$ cat config.mk
export PLATFORM = sky130hd
export DESIGN_NAME = data_cache
export DESIGN_NICKNAME = d
export VERILOG_FILES = /design/src/rtl/data_cache.sv
export SDC_FILE = /design/constraint.sdc
export NUM_CORES = 1
export LEC_CHECK = 0
export ABC_CLOCK_PERIOD_IN_PS = 7600
export CORE_MARGIN = 3
export CORE_UTILIZATION = 57
export DETAILED_ROUTE_END_ITERATION = 10
export PLACE_DENSITY = 0.8
export SYNTH_ARGS = -nofsm -noshare
export SYNTH_HDL_FRONTEND = slang
export SYNTH_SLANG_ARGS = --single-unit
$ cat constraint.sdc
create_clock -name clk -period 7.6 [get_ports clk]
set_clock_uncertainty 0.05 [all_clocks]
set_input_delay 1.52 -clock clk [delete_from_list [all_inputs] [get_ports clk]]
set_output_delay 1.52 -clock clk [all_outputs]
set_load 0.005 [all_outputs]
$ cat src/rtl/data_cache.sv
// Direct-mapped, write-through, no-write-allocate data cache, one word per line.
// Read hits return data in the same cycle; misses and all stores stall the CPU until mem_ack.
module data_cache #(
    parameter int DATA_WIDTH    = 32,
    parameter int ADDRESS_WIDTH = 32,
    parameter int INDEX_BITS    = 3,
    parameter int COUNT_WIDTH   = 16
) (
    input  logic                      clk,
    input  logic                      rst,
    input  logic                      cpu_re,
    input  logic                      cpu_we,
    input  logic [ADDRESS_WIDTH-1:0]  cpu_addr,
    input  logic [DATA_WIDTH-1:0]     cpu_wdata,
    input  logic                      addr_mode,
    input  logic                      flush,
    output logic [DATA_WIDTH-1:0]     cpu_rdata,
    output logic                      stall,
    output logic                      mem_req,
    output logic                      mem_we,
    output logic [ADDRESS_WIDTH-1:0]  mem_addr,
    output logic [DATA_WIDTH-1:0]     mem_wdata,
    output logic [DATA_WIDTH/8-1:0]   mem_be,
    input  logic [DATA_WIDTH-1:0]     mem_rdata,
    input  logic                      mem_ack,
    output logic [COUNT_WIDTH-1:0]    hit_count,
    output logic [COUNT_WIDTH-1:0]    miss_count
);
    localparam int LINES    = 1 << INDEX_BITS;
    localparam int TAG_BITS = ADDRESS_WIDTH - INDEX_BITS - 2;
    localparam int BE_W     = DATA_WIDTH / 8;

    typedef enum logic [1:0] {IDLE, RD_MISS, WR_THRU} state_t;

    state_t                   state_q, state_d;
    logic [LINES-1:0]         valid_q, valid_d;
    logic [DATA_WIDTH-1:0]    rdata_q, rdata_d;
    logic                     mem_req_q, mem_req_d;
    logic                     mem_we_q, mem_we_d;
    logic [BE_W-1:0]          mem_be_q, mem_be_d;
    logic [COUNT_WIDTH-1:0]   hit_q, hit_d;
    logic [COUNT_WIDTH-1:0]   miss_q, miss_d;

    logic [TAG_BITS-1:0]      tag_mem  [LINES];
    logic [DATA_WIDTH-1:0]    data_mem [LINES];

    logic [1:0]               offset;
    logic [INDEX_BITS-1:0]    index;
    logic [TAG_BITS-1:0]      tag;
    logic [DATA_WIDTH-1:0]    line_data;
    logic                     line_hit;
    logic [BE_W-1:0]          byte_be;
    logic [DATA_WIDTH-1:0]    wdata_lanes;
    logic [DATA_WIDTH-1:0]    merged_data;

    logic                     line_we;
    logic [DATA_WIDTH-1:0]    line_wdata;
    logic                     stall_c;
    logic [DATA_WIDTH-1:0]    cpu_rdata_c;

    assign offset    = cpu_addr[1:0];
    assign index     = cpu_addr[INDEX_BITS+1:2];
    assign tag       = cpu_addr[ADDRESS_WIDTH-1:INDEX_BITS+2];
    assign line_data = data_mem[index];
    assign line_hit  = valid_q[index] && (tag_mem[index] == tag);
    assign byte_be   = BE_W'(1) << offset;

    assign wdata_lanes = addr_mode ? {BE_W{cpu_wdata[7:0]}} : cpu_wdata;

    // Store merge into a hitting line: only lanes the memory write enabled change.
    generate
        for (genvar gi = 0; gi < BE_W; gi++) begin : g_merge
            assign merged_data[8*gi +: 8] = mem_be_q[gi] ? wdata_lanes[8*gi +: 8]
                                                         : line_data[8*gi +: 8];
        end
    endgenerate

    function automatic logic [DATA_WIDTH-1:0] extract(input logic [DATA_WIDTH-1:0] word,
                                                      input logic mode,
                                                      input logic [1:0] off);
        logic [DATA_WIDTH-1:0] shifted;
        shifted = word >> {off, 3'b000};
        return mode ? {{(DATA_WIDTH-8){1'b0}}, shifted[7:0]} : word;
    endfunction

    always_comb begin
        state_d     = state_q;
        valid_d     = valid_q;
        rdata_d     = rdata_q;
        mem_req_d   = mem_req_q;
        mem_we_d    = mem_we_q;
        mem_be_d    = mem_be_q;
        hit_d       = hit_q;
        miss_d      = miss_q;
        line_we     = 1'b0;
        line_wdata  = mem_rdata;
        stall_c     = 1'b0;
        cpu_rdata_c = rdata_q;

        case (state_q)
            IDLE: begin
                if (cpu_we) begin
                    stall_c   = 1'b1;
                    state_d   = WR_THRU;
                    mem_req_d = 1'b1;
                    mem_we_d  = 1'b1;
                    mem_be_d  = addr_mode ? byte_be : '1;
                end else if (cpu_re) begin
                    if (line_hit) begin
                        cpu_rdata_c = extract(line_data, addr_mode, offset);
                        rdata_d     = cpu_rdata_c;
                        if (hit_q != '1) hit_d = hit_q + 1'b1;
                    end else begin
                        stall_c   = 1'b1;
                        state_d   = RD_MISS;
                        mem_req_d = 1'b1;
                        mem_we_d  = 1'b0;
                        mem_be_d  = '1;
                        if (miss_q != '1) miss_d = miss_q + 1'b1;
                    end
                end
            end
            RD_MISS: begin
                if (mem_ack) begin
                    line_we        = 1'b1;
                    line_wdata     = mem_rdata;
                    valid_d[index] = 1'b1;
                    cpu_rdata_c    = extract(mem_rdata, addr_mode, offset);
                    rdata_d        = cpu_rdata_c;
                    state_d        = IDLE;
                    mem_req_d      = 1'b0;
                    mem_we_d       = 1'b0;
                    mem_be_d       = '0;
                end else begin
                    stall_c = 1'b1;
                end
            end
            WR_THRU: begin
                if (mem_ack) begin
                    if (line_hit) begin
                        line_we    = 1'b1;
                        line_wdata = merged_data;
                    end
                    state_d   = IDLE;
                    mem_req_d = 1'b0;
                    mem_we_d  = 1'b0;
                    mem_be_d  = '0;
                end else begin
                    stall_c = 1'b1;
                end
            end
            default: state_d = IDLE;
        endcase

        // Flush overrides any valid bit set by a coinciding refill.
        if (flush) valid_d = '0;
    end

    always_ff @(posedge clk or negedge rst) begin
        if (!rst) begin
            state_q   <= IDLE;
            valid_q   <= '0;
            rdata_q   <= '0;
            mem_req_q <= 1'b0;
            mem_we_q  <= 1'b0;
            mem_be_q  <= '0;
            hit_q     <= '0;
            miss_q    <= '0;
        end else begin
            state_q   <= state_d;
            valid_q   <= valid_d;
            rdata_q   <= rdata_d;
            mem_req_q <= mem_req_d;
            mem_we_q  <= mem_we_d;
            mem_be_q  <= mem_be_d;
            hit_q     <= hit_d;
            miss_q    <= miss_d;
        end
    end

    // Tag/data storage carries no reset; valid_q alone qualifies it.
    always_ff @(posedge clk) begin
        if (line_we) begin
            tag_mem[index]  <= tag;
            data_mem[index] <= line_wdata;
        end
    end

    assign cpu_rdata  = cpu_rdata_c;
    assign stall      = stall_c;
    assign mem_req    = mem_req_q;
    assign mem_we     = mem_we_q;
    assign mem_be     = mem_be_q;
    assign mem_addr   = {cpu_addr[ADDRESS_WIDTH-1:2], 2'b00};
    assign mem_wdata  = wdata_lanes;
    assign hit_count  = hit_q;
    assign miss_count = miss_q;

endmodule

==> impl_metrics.csv <==
group,metric,value,unit
die,start_util,58.2,%
cells_and_area,fin_area,28600,um^2
clock_network,hold_buffers,0,
synth,synth-edff-count,472,
placed_design,placed_area,26900,um^2
placed_design,numPortBuffers,235,
clock_network,htree_levels,2,
clock_network,postCtsSetupRepairBufs,0,
synth,yosysTopAreaCell,"edfxtp_1",
critical_path,critPathMaxFanout,66,
global_routing,antenna_found_initial,0,
global_routing,gr-usage-all-layers,30.2,%
synth,synthFlopType,"edfxtp_1",
critical_path,startpoint_type,"input port",
critical_path,arrival,5.83,ns
timing,rsz0062_at_grt,"no",
global_routing,met3_usage,6.22,%
synth,ys_seq_area_share,67.5,%
cells_and_area,final_layout_size_suffix_gt1_share,14.2,%
detailed_routing,ant_nets,0,
detailed_routing,dr.pass1.iters,6,
clock_network,cts_tree,"yes",
timing,fin_crit_sh,97.4,%
detailed_routing,drc,0,
global_routing,grt_busiest_layer,"met2",
clock_network,clockBufferDepth,3,
synth,synth_seq_cells,552,
synth,synth_cell_types,71,
global_routing,grt.overflow.total,0,
timing,whs,0.443,ns
die,core-area,41200,um^2
global_routing,grt_first_pass_wirelength,101,mm
die,die-width,211,um
synth,synthDominantCellAreaShare,59.1,%
clock_network,post_cts_resize_count,0,
pwr,leakagePower,10.1,nW
clock_network,cts_sinks,552,
synth,synthArstFlopShare,14.5,%
global_routing,grt_use_met2,48.4,%
timing,setup_viol,0,
critical_path,critPathRequiredTime,6.03,ns
detailed_routing,viasPerCell,6.57,
clock_network,cts_buffers,53,
die,io-pin-count,238,
die,rows,74,
clock_network,clkTransAtPathRegs,0.06,ns
clock_network,root_buffer,"clkbuf_16",
detailed_routing,dr_total_vias,16200,
critical_path,crit_path_end_kind,"output pin",
detailed_routing,routedWlPerCell,27.5,um
timing,hold_viol_final,0,
critical_path,cp-startpoint,"cpu_addr[4]",
placed_design,gp_congestion,0.965,
global_routing,grt_pass1_vias,16200,
worst_hold_path,hold_class,"flip-flop to flip-flop",
critical_path,regToRegSetupSlack,2.92,ns
cells_and_area,final_util,69.5,%
synth,syn_avg_cell_area,14.4,um^2
pwr,p_total,7.61,mW
detailed_routing,drtIter0Drc,2026,
cells_and_area,multi_input_area,6990,um^2
pwr,p_per_area,266,nW/um^2
worst_hold_path,worstHoldStart,"miss_count[12]",
clock_network,insertion_delay,0.60,ns
synth,synth_area_leaders,"edfxtp_1 (59%), dfrtp_1 (8.3%), mux2i_1 (3.7%)",
timing,worst_pin_slew,1.14,ns
synth,syn_inst,1664,
die,die-area,44600,um^2
timing,slew_viol_final,0,
cells_and_area,fillers,2736,
cells_and_area,synthToLayoutAreaGrowth,19.4,%
timing,tns,0,ns
placed_design,dpl.hpwl,43.9,mm
die,die_h,211,um
global_routing,grt_start_max_net_pins,81,
job,cap_violations,0,
detailed_routing,routed_wl,67.6,mm
cells_and_area,final_nets,1992,
pwr,vdd_drop_max,250,uV
critical_path,rr_startpoint,"tag_mem[4][6]",
status,status,"complete, no violations",
global_routing,grt_use_met1,40.0,%
timing,relSlewSlack,23.9,%
critical_path,crit_type,"input port to output pin",
timing,fin_crit,7.40,ns
timing,max_freq,0.135,GHz
synth,ys_warn_count,0,
synth,synth_area,24000,um^2
cells_and_area,regArea,16200,um^2
cells in the mapped netlist (all sizes together) (9+ instances only):
library cell,instances
inv,33
dfrtp,80
a21oi,19
nand4,15
mux4,26
and3,15
or4,10
nand2,85
nand3,28
mux2i,88
edfxtp,472
nor3,19
clkbuf,48
nor4,13
a22oi,47
buf,84
nand2b,10
nor2b,11
xnor2,22
nor2,109
and4,9
xor2,20
o22ai,80
a22o,18
mux2,78
o21ai,106
o221ai,15
power breakdown:
part	leakage [nW]	internal (mW)	switching [mW]
clock network	0.852	1.55	1.13
registers	5.31	3.43	0.132
logic	3.91	0.606	0.754
metal layers:
| layer | wire length [um] | part of all wire, % |
|---|---|---|
| met5 | 0 | 0 |
| met4 | 3160 | 4.7 |
| met3 | 7060 | 10 |
| met2 | 31700 | 47 |
| met1 | 25700 | 38 |
kinds of logic after synthesis:
group | share of synthesized area (%)
XOR/XNOR | 1.53
AND/OR/NAND/NOR | 7.37
AO/OA/AOI/OAI | 9.82
multiplexers | 9.78
buffers and inverters | 3.71
adder cells (fa/ha/maj) | 0.313
flip-flops | 67.5
other | 0.0156
sequential cells by signal, summed over array words and instances (netlist names):
signal      cells
data_mem      256
tag_mem       216
rdata_q        32
hit_count      16
miss_count     16
valid_q         8
mem_be          4
state_q         2
mem_req         1
mem_we          1
layout by cell type, fill, tap and decap left out, types with 53 or more instances in the layout:
master,n
mux2i_1,88
clkdlybuf4s50_1,230
nor2_1,100
buf_4,53
edfxtp_1,472
nand2_1,83
clkbuf_16,53
o22ai_1,80
o21ai_0,95
dfrtp_1,80
mux2_2,77
metrics by stage:
stage / setup slack (ns) / instances
2_1_floorplan: 0.595 / 1665
3_3_place_gp: 0.264 / 2360
3_5_place_dp: 0.190 / 2360
4_1_cts: 0.174 / 2459
5_1_grt: 0.0109 / 2459
6_report: 0.198 / 2460
final cells by class:
| type | instances | share of cell area, % |
|---|---|---|
| Multi-Input combinational cell | 947 | 24.4 |
| Sequential cell | 552 | 56.5 |
| Clock inverter | 40 | 1.44 |
| Inverter | 34 | 0.446 |
| Tap cell | 532 | 2.33 |
| Antenna cell | 1 | 0.00874 |
| Timing Repair Buffer | 295 | 10.1 |
| Clock buffer | 59 | 4.71 |
worst max-delay path: stages:
cell	delay, ns
buf_6	0.48
mux2_2	0.29
o22ai_1	0.09
o21ai_0	0.46
nand4_1	0.15
or4_1	0.66
nor4_4	0.54
nand3_2	0.24
nor2_1	0.45
buf_4	0.21
a221o_1	0.18
clkdlybuf4s50_1	0.52
final timing paths:
| kind | cells after the start | end |
|---|---|---|
| min reg2reg | 1 | miss_count[12] |
| max | 12 | cpu_rdata[5] |
| min in group asynchronous | 1 | miss_count[12] |
| min | 1 | miss_count[12] |
| max reg2reg | 12 | data_mem[5][26] |
| max in group asynchronous | 1 | rdata_q[8] |
No activity file was read; power rests on OpenSTA's default activity.
